[src/rtl/tictactoe_pkg.sv]
// Shared board encodings, FSM states and the 8-line win table.
// Cell i = row*3+col occupies bits [2i+1:2i] of the 18-bit board vector.
package tictactoe_pkg;

   localparam logic [1:0] CELL_EMPTY = 2'b00;
   localparam logic [1:0] CELL_X     = 2'b01;
   localparam logic [1:0] CELL_O     = 2'b10;

   localparam logic [1:0] WIN_NONE = 2'b00;
   localparam logic [1:0] WIN_X    = 2'b01;
   localparam logic [1:0] WIN_O    = 2'b10;
   localparam logic [1:0] WIN_DRAW = 2'b11;

   typedef enum logic [1:0] {READY, SCAN, OVER} state_t;

   typedef logic [3:0] cell_idx_t;

   localparam cell_idx_t LINE_CELLS [8][3] = '{
      '{4'd0, 4'd1, 4'd2},
      '{4'd3, 4'd4, 4'd5},
      '{4'd6, 4'd7, 4'd8},
      '{4'd0, 4'd3, 4'd6},
      '{4'd1, 4'd4, 4'd7},
      '{4'd2, 4'd5, 4'd8},
      '{4'd0, 4'd4, 4'd8},
      '{4'd2, 4'd4, 4'd6}
   };

   // Indices outside 0..8 read as empty so callers need no range guard.
   function automatic logic [1:0] cell_at(input logic [17:0] board, input cell_idx_t idx);
      cell_at = CELL_EMPTY;
      for (int i = 0; i < 9; i++)
         if (idx == cell_idx_t'(i)) cell_at = board[2*i +: 2];
   endfunction

endpackage

[src/rtl/win_line_check.sv]
// Combinational test of one board line against the mover's cell code.
// Zero latency; no flow control.
module win_line_check
   import tictactoe_pkg::*;
(
   input  logic [17:0] registers,
   input  logic [2:0]  line,
   input  logic [1:0]  mover,
   output logic        match
);

   always_comb begin
      match = 1'b1;
      for (int k = 0; k < 3; k++)
         if (cell_at(registers, LINE_CELLS[line][k]) != mover) match = 1'b0;
   end

endmodule

[src/rtl/board_controller.sv]
// Tic-tac-toe move validation, board update and sequential 8-line win/draw scan.
// Result 1..8 cycles after an accepted move; requests while busy/over are refused with move_err.
module board_controller
   import tictactoe_pkg::*;
#(
   parameter logic FIRST_PLAYER = 1'b0
)(
   input  logic        ph1,
   input  logic        reset,
   input  logic        new_game,
   input  logic        move_valid,
   input  logic [1:0]  move_row,
   input  logic [1:0]  move_col,
   output logic [17:0] registers,
   output logic        turn,
   output logic        busy,
   output logic        move_err,
   output logic        game_over,
   output logic [1:0]  winner
);

   state_t     state;
   logic [3:0] move_count;
   logic [2:0] line;
   logic [1:0] mover;
   logic       match;
   cell_idx_t  target;
   logic       target_ok;

   assign mover     = turn ? CELL_O : CELL_X;
   assign target    = cell_idx_t'(move_row) * 4'd3 + cell_idx_t'(move_col);
   assign target_ok = (move_row != 2'd3) && (move_col != 2'd3) &&
                      (cell_at(registers, target) == CELL_EMPTY);

   win_line_check u_win_line_check (
      .registers (registers),
      .line      (line),
      .mover     (mover),
      .match     (match)
   );

   always_ff @(posedge ph1) begin
      if (reset || new_game) begin
         registers  <= '0;
         turn       <= FIRST_PLAYER;
         busy       <= 1'b0;
         move_err   <= 1'b0;
         game_over  <= 1'b0;
         winner     <= WIN_NONE;
         move_count <= 4'd0;
         line       <= 3'd0;
         state      <= READY;
      end else begin
         move_err <= 1'b0;
         case (state)
            READY: begin
               if (move_valid) begin
                  if (!target_ok) begin
                     move_err <= 1'b1;
                  end else begin
                     registers <= registers | (18'(mover) << {target, 1'b0});
                     if (move_count != 4'd9) move_count <= move_count + 4'd1;
                     line  <= 3'd0;
                     busy  <= 1'b1;
                     state <= SCAN;
                  end
               end
            end
            SCAN: begin
               if (move_valid) move_err <= 1'b1;
               if (match) begin
                  winner    <= mover;
                  game_over <= 1'b1;
                  busy      <= 1'b0;
                  state     <= OVER;
               end else if (line != 3'd7) begin
                  line <= line + 3'd1;
               end else if (move_count == 4'd9) begin
                  winner    <= WIN_DRAW;
                  game_over <= 1'b1;
                  busy      <= 1'b0;
                  state     <= OVER;
               end else begin
                  turn  <= ~turn;
                  busy  <= 1'b0;
                  state <= READY;
               end
            end
            OVER: begin
               if (move_valid) move_err <= 1'b1;
            end
            default: state <= READY;
         endcase
      end
   end

endmodule

[config.mk]
export PLATFORM = sky130hd
export DESIGN_NAME = board_controller
export DESIGN_NICKNAME = d
export VERILOG_FILES = /design/src/rtl/tictactoe_pkg.sv /design/src/rtl/win_line_check.sv /design/src/rtl/board_controller.sv
export SDC_FILE = /design/constraint.sdc
export NUM_CORES = 1
export LEC_CHECK = 0
export ABC_AREA = 1
export BUFFER_PORTS_ARGS = -buffer_cell sky130_fd_sc_hd__buf_2
export CORE_MARGIN = 2
export CORE_UTILIZATION = 30
export CTS_BUF_LIST = sky130_fd_sc_hd__clkbuf_4 sky130_fd_sc_hd__clkbuf_8 sky130_fd_sc_hd__clkbuf_16
export CTS_CLUSTER_SIZE = 25
export DETAILED_ROUTE_END_ITERATION = 6
export PLACE_DENSITY = 0.52
export SETUP_SLACK_MARGIN = 0.5
export SLEW_MARGIN = 20
export SYNTH_ARGS = -nofsm -noshare
export SYNTH_HDL_FRONTEND = slang
export SYNTH_SLANG_ARGS = --single-unit
[constraint.sdc]
create_clock -name ph1 -period 6.3 [get_ports ph1]
set_input_delay 1.26 -clock ph1 [delete_from_list [all_inputs] [get_ports ph1]]
set_output_delay 1.26 -clock ph1 [all_outputs]
set_load 0.01 [all_outputs]
Word level (Yosys, flattened, before mapping)
Memories as Yosys holds them, arrays and structs flattened.
Cells that the tools add are included.
{"block": "op_classes", "n_addsub": 3, "n_mul": 1, "magnitude_cmp": 1, "eq_ne": 48, "n_shift": 1, "n_mux": 68, "bitwise_logic": 7, "reduce_logical": 19}
{"op": "$mux W2", "count": 45}
{"op": "$eq A4 B3 Y1 const B", "count": 16}
{"op": "$eq A4 B2 Y1 const B", "count": 8}
{"op": "$mux W12", "count": 2}
{"op": "$eq A4 B4 Y1 const B", "count": 5}
{"op": "$or A18 B18 Y18", "count": 1}
{"op": "$shl A2 B5 Y18", "count": 1}
{"op": "$eq A4 B1 Y1 const B", "count": 4}
{"op": "$logic_not A4 Y1", "count": 4}
{"op": "$reduce_and A4 Y1", "count": 4}
{"op": "$ne A2 B2 Y1 const B", "count": 7}
{"op": "$mux W1", "count": 13}
{"op": "$mux W3", "count": 4}
{"op": "$ne A2 B2 Y1", "count": 3}
{"op": "$ne A3 B3 Y1 const B", "count": 2}
{"op": "$pmux W2 S3", "count": 1}
{"op": "$pmux W3 S2", "count": 1}
{"op": "$reduce_and A3 Y1", "count": 2}
{"op": "$not A1 Y1", "count": 5}
{"op": "$reduce_and A5 Y1", "count": 1}
{"op": "$add A4 B1 Y4 const B", "count": 1}
{"op": "$add A4 B2 Y4", "count": 1}
{"op": "$ge A4 B4 Y1 const B", "count": 1}
{"op": "$logic_not A2 Y1", "count": 2}
{"op": "other kinds (11)", "count": 14}
{"block": "word_totals", "ff_bits": 33, "mem_bits_ro": 96, "in_bits": 8, "out_inout_bits": 24, "wordCells": 158, "n_memories": 1}
{"name": "(name not given)", "words": 8, "word_bits": 12, "rd": 1, "rd_ports_with_merged_regs": 0, "write_ports": 0, "line": "win_line_check.sv:15", "rtl": "if (cell_at(registers, LINE_CELLS[line][k]) != mover) match = 1'b0;"}

Longest topological paths before layout
{"block": "depth", "word_depth": 20, "mapped_depth": 22, "mapped_depth_nobuf": 21}

Hierarchy
From an unflattened synthesis, not the netlist that was laid out.
{"block": "unflattened", "cells_unflattened": 421, "hier_area_um2": 2578.7}
{"module": "board_controller", "n_inst": 1, "cells_per_inst": 247, "area_each_um2": 1709.1, "seq_area_each_um2": 660.6}
{"module": "win_line_check", "n_inst": 1, "cells_per_inst": 174, "area_each_um2": 869.6, "seq_area_each_um2": 0.0}

Worst setup path before layout
No wires, ideal clock.
{"block": "synth_timing", "path_type": "input to register", "start": "in move_row[0]", "end": "reg move_count[2]", "setup_time_ps": 117, "t_arrival_ps": 3873, "required_time_ps": 6183, "setup_slack_ps": 2309, "stages": 17, "n_path_buf": 0, "path_cell_list": "inv_1 -> fa_1 -> inv_1 -> ha_1 -> inv_1 -> fa_1 -> inv_1 -> nor2_1 -> o21ai_0 -> a21oi_1 -> a211o_1 -> o211ai_1 -> nand4_1 -> nor2_1 -> nand2_1 -> o21ai_1 -> a21oi_1"}
{"block": "synth_via", "elab_chain_len": 15, "elab_cells_between_ends": 25, "classes_between": "add/sub: 1; mul: 1; eq/ne: 9; mux: 9; reduce/logical: 5"}
{"item": "from (decl)", "line": "board_controller.sv:12", "rtl": "input logic [1:0] move_row,"}
{"item": "$mul A2 B2 Y4", "line": "board_controller.sv:31", "rtl": "assign target = cell_idx_t'(move_row) * 4'd3 + cell_idx_t'(move_col);"}
{"item": "$add A4 B2 Y4", "line": "board_controller.sv:31"}
{"item": "$logic_not A4 Y1", "line": "tictactoe_pkg.sv:33", "rtl": "if (idx == cell_idx_t'(i)) cell_at = board[2*i +: 2];"}
{"item": "$mux W2 (9 in series)", "line": "tictactoe_pkg.sv:33"}
{"item": "$logic_not A2 Y1", "line": "board_controller.sv:33", "rtl": "(cell_at(registers, target) == CELL_EMPTY);"}
{"item": "$logic_and A1 B1 Y1 (*)", "line": "board_controller.sv:32", "rtl": "assign target_ok = (move_row != 2'd3) && (move_col != 2'd3) &&"}
{"item": "$reduce_and A4 Y1 (no line) (*)"}
{"item": "to (signal assigned)", "line": "board_controller.sv:62", "rtl": "if (move_count != 4'd9) move_count <= move_count + 4'd1;"}
{"item": "to (decl)", "line": "board_controller.sv:23", "rtl": "logic [3:0] move_count;"}
Every way passes the cells marked *; elsewhere a longest branch is shown, timed or not.
A chain may end at the register's enable or synchronous reset.

Final worst setup path
{"block": "layout_timing", "start": "in move_row[0]", "end": "reg registers[14]"}
{"block": "layout_via", "elab_chain_len": 15, "elab_cells_between_ends": 27, "classes_between": "add/sub: 1; mul: 1; eq/ne: 9; shift: 1; mux: 9; bitwise: 1; reduce/logical: 5"}
{"item": "$mul A2 B2 Y4", "line": "board_controller.sv:31"}
{"item": "$add A4 B2 Y4", "line": "board_controller.sv:31"}
{"item": "$logic_not A4 Y1", "line": "tictactoe_pkg.sv:33"}
{"item": "$mux W2 (9 in series)", "line": "tictactoe_pkg.sv:33"}
{"item": "$logic_not A2 Y1", "line": "board_controller.sv:33"}
{"item": "$logic_and A1 B1 Y1", "line": "board_controller.sv:32"}
{"item": "$reduce_and A3 Y1 (no line)"}
{"item": "to (signal assigned)", "line": "board_controller.sv:61", "rtl": "registers <= registers | (18'(mover) << {target, 1'b0});"}
{"item": "to (decl)", "line": "board_controller.sv:14", "rtl": "output logic [17:0] registers,"}
Parallel ways exist; a longest one is shown, timed or not.

==> reports/qor.txt <==
Reg clk slew, reported paths: 0.07 ns
reg-to-reg endpoint: state[0]$_SDFFE_PP0P_
reg-to-reg startpoint: line[0]$_SDFFE_PP0P_
period utilization: 0.671
NumNets Final: 452
CP required: 6.48 ns
fill count: 911
Layout Cell Area excl Fill: 2880 um2
Skew-Pair Late Insertion Delay: 0.29 ns
Yosys top cell area share: 0.255
clock root buffer: clkbuf_8
hold_buf cts: 0
type of the worst setup path: in -> reg
RSZ-0062 raised after global routing: no
Final Hold Violating Endpoints: 0
Area Growth Syn to Fin: 10.9%
Worst Hold Path Cells: 2
die area: 9410 um2
Antenna Nets Post-Route: 0
run status: finished clean
Max FO, Critical Path: 8
layout cells sized above 1: 0.148
syn avg cell area: 6.47 um2
Die X: 97.0 um
final setup vio count: 0
Max Freq: 0.236 GHz
Post-Place Setup Slack: 1.81 ns
drt pass-1 iters: 4
grt total ovfl: 0
height of the die: 97.0 um
Pwr Total: 491 uW
DR WL met3: 205 um
worst min path class: reg -> reg
I/O pin total: 32
number of global-route vias before repair: 2,505
setup TNS: 0 ns
max-slew violation count: 0
# rows: 33
Core Area: 8300 um2
sequential element share of the synthesized area: 0.255
top cells by count, synth: nand2_1 (87), inv_1 (54), nor2_1 (48)
Synth Register Bits: 33
top sig layer: met4
antenna cells: 0
maximum VDD drop: 0.000117 V
Distinct cells, synth: 39
Post-CTS Setup Bufs: 0
Post-synth EDFFs: 0
Crit. End Element: flop
drt total wl: 7.31 mm
yosys warns: 0
min-delay src: busy$_SDFFE_PP0P_
vias after detailed routing: 2,639
Mapped Cells: 401
drt drc: 0
CTS tree: built
Leakage Power: 1.29 nW
Synth Flop Type: dfxtp_1
Initial Utilization: 0.313
Slew HR: 0.520
clock buffer depth: 2
drt first-iter violations: 95
crit path launch type: primary input
Endpoint, Worst Hold: busy$_SDFFE_PP0P_
CTS Sinks: 33
pwr/cell area: 171 nW/um2
setup slack, reg-to-reg: 3.23 ns
Met1 Wirelength: 3.61 mm
Setup crit start: move_row[0]
r2r worst-path depth: 19
post-cts repair resize count: 0
Area contributors post-synth: dfxtp_1 (25%), nand2_1 (13%), inv_1 (7.8%)
ys async rst share: 0
DPL Wire Length: 5.76 mm
post-synth top area cell: dfxtp_1
setup ws final: 2.07 ns
DP Area: 2800 um2
routed wl met2: 3.37 mm
largest net degree at the start of global routing: 28
MaxCap Viol Count: 0
TritonCTS Buffers: 5
gr usage total: 0.159
H-tree levels: 2
count leader, synth: nand2_1
Syn Std Cell Area: 2590 um2
routed vias/inst: 4.96
post-layout min period: 4.23 ns
Port Buf Inserts: 31
critical path arrival: 4.41 ns
DR WL/cell: 13.7 um
clk_skew: 0.0102 ns
Final Util: 0.347
Post-Syn Nets: 425
initial antenna violation count: 0
Worst Tran Pin Value: 0.715 ns
first-pass GRT wire length: 12.3 mm
GP Congestion: 0.893
[cell type report]
cell class,count,area (um2),share of cell area
multi-input combinational,297,1630,0.566
sequential,33,661,0.230
inverter,60,228,0.0792
timing repair buffer,31,155,0.0539
tap,105,131,0.0457
clock buffer,5,68.8,0.0239
clock inverter,1,5.00,0.00174
[metal layers]
| layer | GRT usage | vias up |
|---|---|---|
| met2 | 0.259 | 51 |
| li1 | - | 1364 |
| met4 | 0.0607 | 0 |
| met3 | 0.0159 | 9 |
| met1 | 0.217 | 1215 |
| met5 | 0 | - |
[where the power goes]
group / total (mW) / internal, mW / switching [mW]
Combinational: 0.125 / 0.0387 / 0.0865
Clock: 0.148 / 0.0727 / 0.0757
Sequential: 0.217 / 0.212 / 0.00519
Total: 0.491 / 0.323 / 0.167
[placed cells by master (no fill, tap or decap), types with 2 or more instances in the layout]
cell      instances
nand3_1          39
nand2_1          87
nand4_1          19
ha_1             14
nor3_2            3
a21oi_1          31
dfxtp_1          33
o21ai_1           8
clkbuf_8          5
fa_1              2
clkinv_1          2
and3_1            2
nor3_4            2
inv_2             3
buf_2            31
nand2_4           4
nand2_2           4
o211ai_1          2
inv_1            54
nor2_2            4
nor3_1            4
o21bai_1          2
o21ai_0          10
nor2_1           48
[registers in the layout, summed over array words and instances (netlist names)]
name,cells
move_count,4
turn,1
busy,1
line,3
registers,18
winner,2
move_err,1
state,2
game_over,1
[metrics by stage]
step,cells,hold WS [ns]
after floorplan,401,0.459
after CTS,532,0.473
after global routing,532,0.507
final,532,0.465
after detailed placement,526,0.455
after global placement,526,0.452
[worst max-delay path by stage]
stage	to	slack [ns]	depth (start not counted)
finish	registers[14]$_SDFFE_PP0P_	2.07	17
global route	registers[14]$_SDFFE_PP0P_	1.76	17
CTS	registers[14]$_SDFFE_PP0P_	2.12	17
detailed placement	move_count[2]$_SDFFE_PP0P_	1.81	18
global placement	registers[14]$_SDFFE_PP0P_	1.92	17
floorplan	move_count[2]$_SDFFE_PP0P_	2.31	17
[cell families after synthesis]
family,synth area share
AND/OR/NAND/NOR,0.421
buffers and inverters,0.118
AO/OA/AOI/OAI,0.124
flip-flops,0.255
adder cells (fa/ha/maj),0.0830
[worst max-delay path: stages]
cell	delay (ns)
buf_2	0.11
inv_1	0.06
fa_1	0.52
inv_1	0.04
ha_1	0.18
inv_1	0.06
fa_1	0.43
inv_1	0.16
nor2_1	0.05
o21ai_0	0.09
a21oi_1	0.09
a211o_1	0.22
o211ai_1	0.11
nand4_1	0.26
nor2_1	0.50
nand2_1	0.11
a21oi_1	0.17
Note: power is estimated with default switching activity, not from simulation.
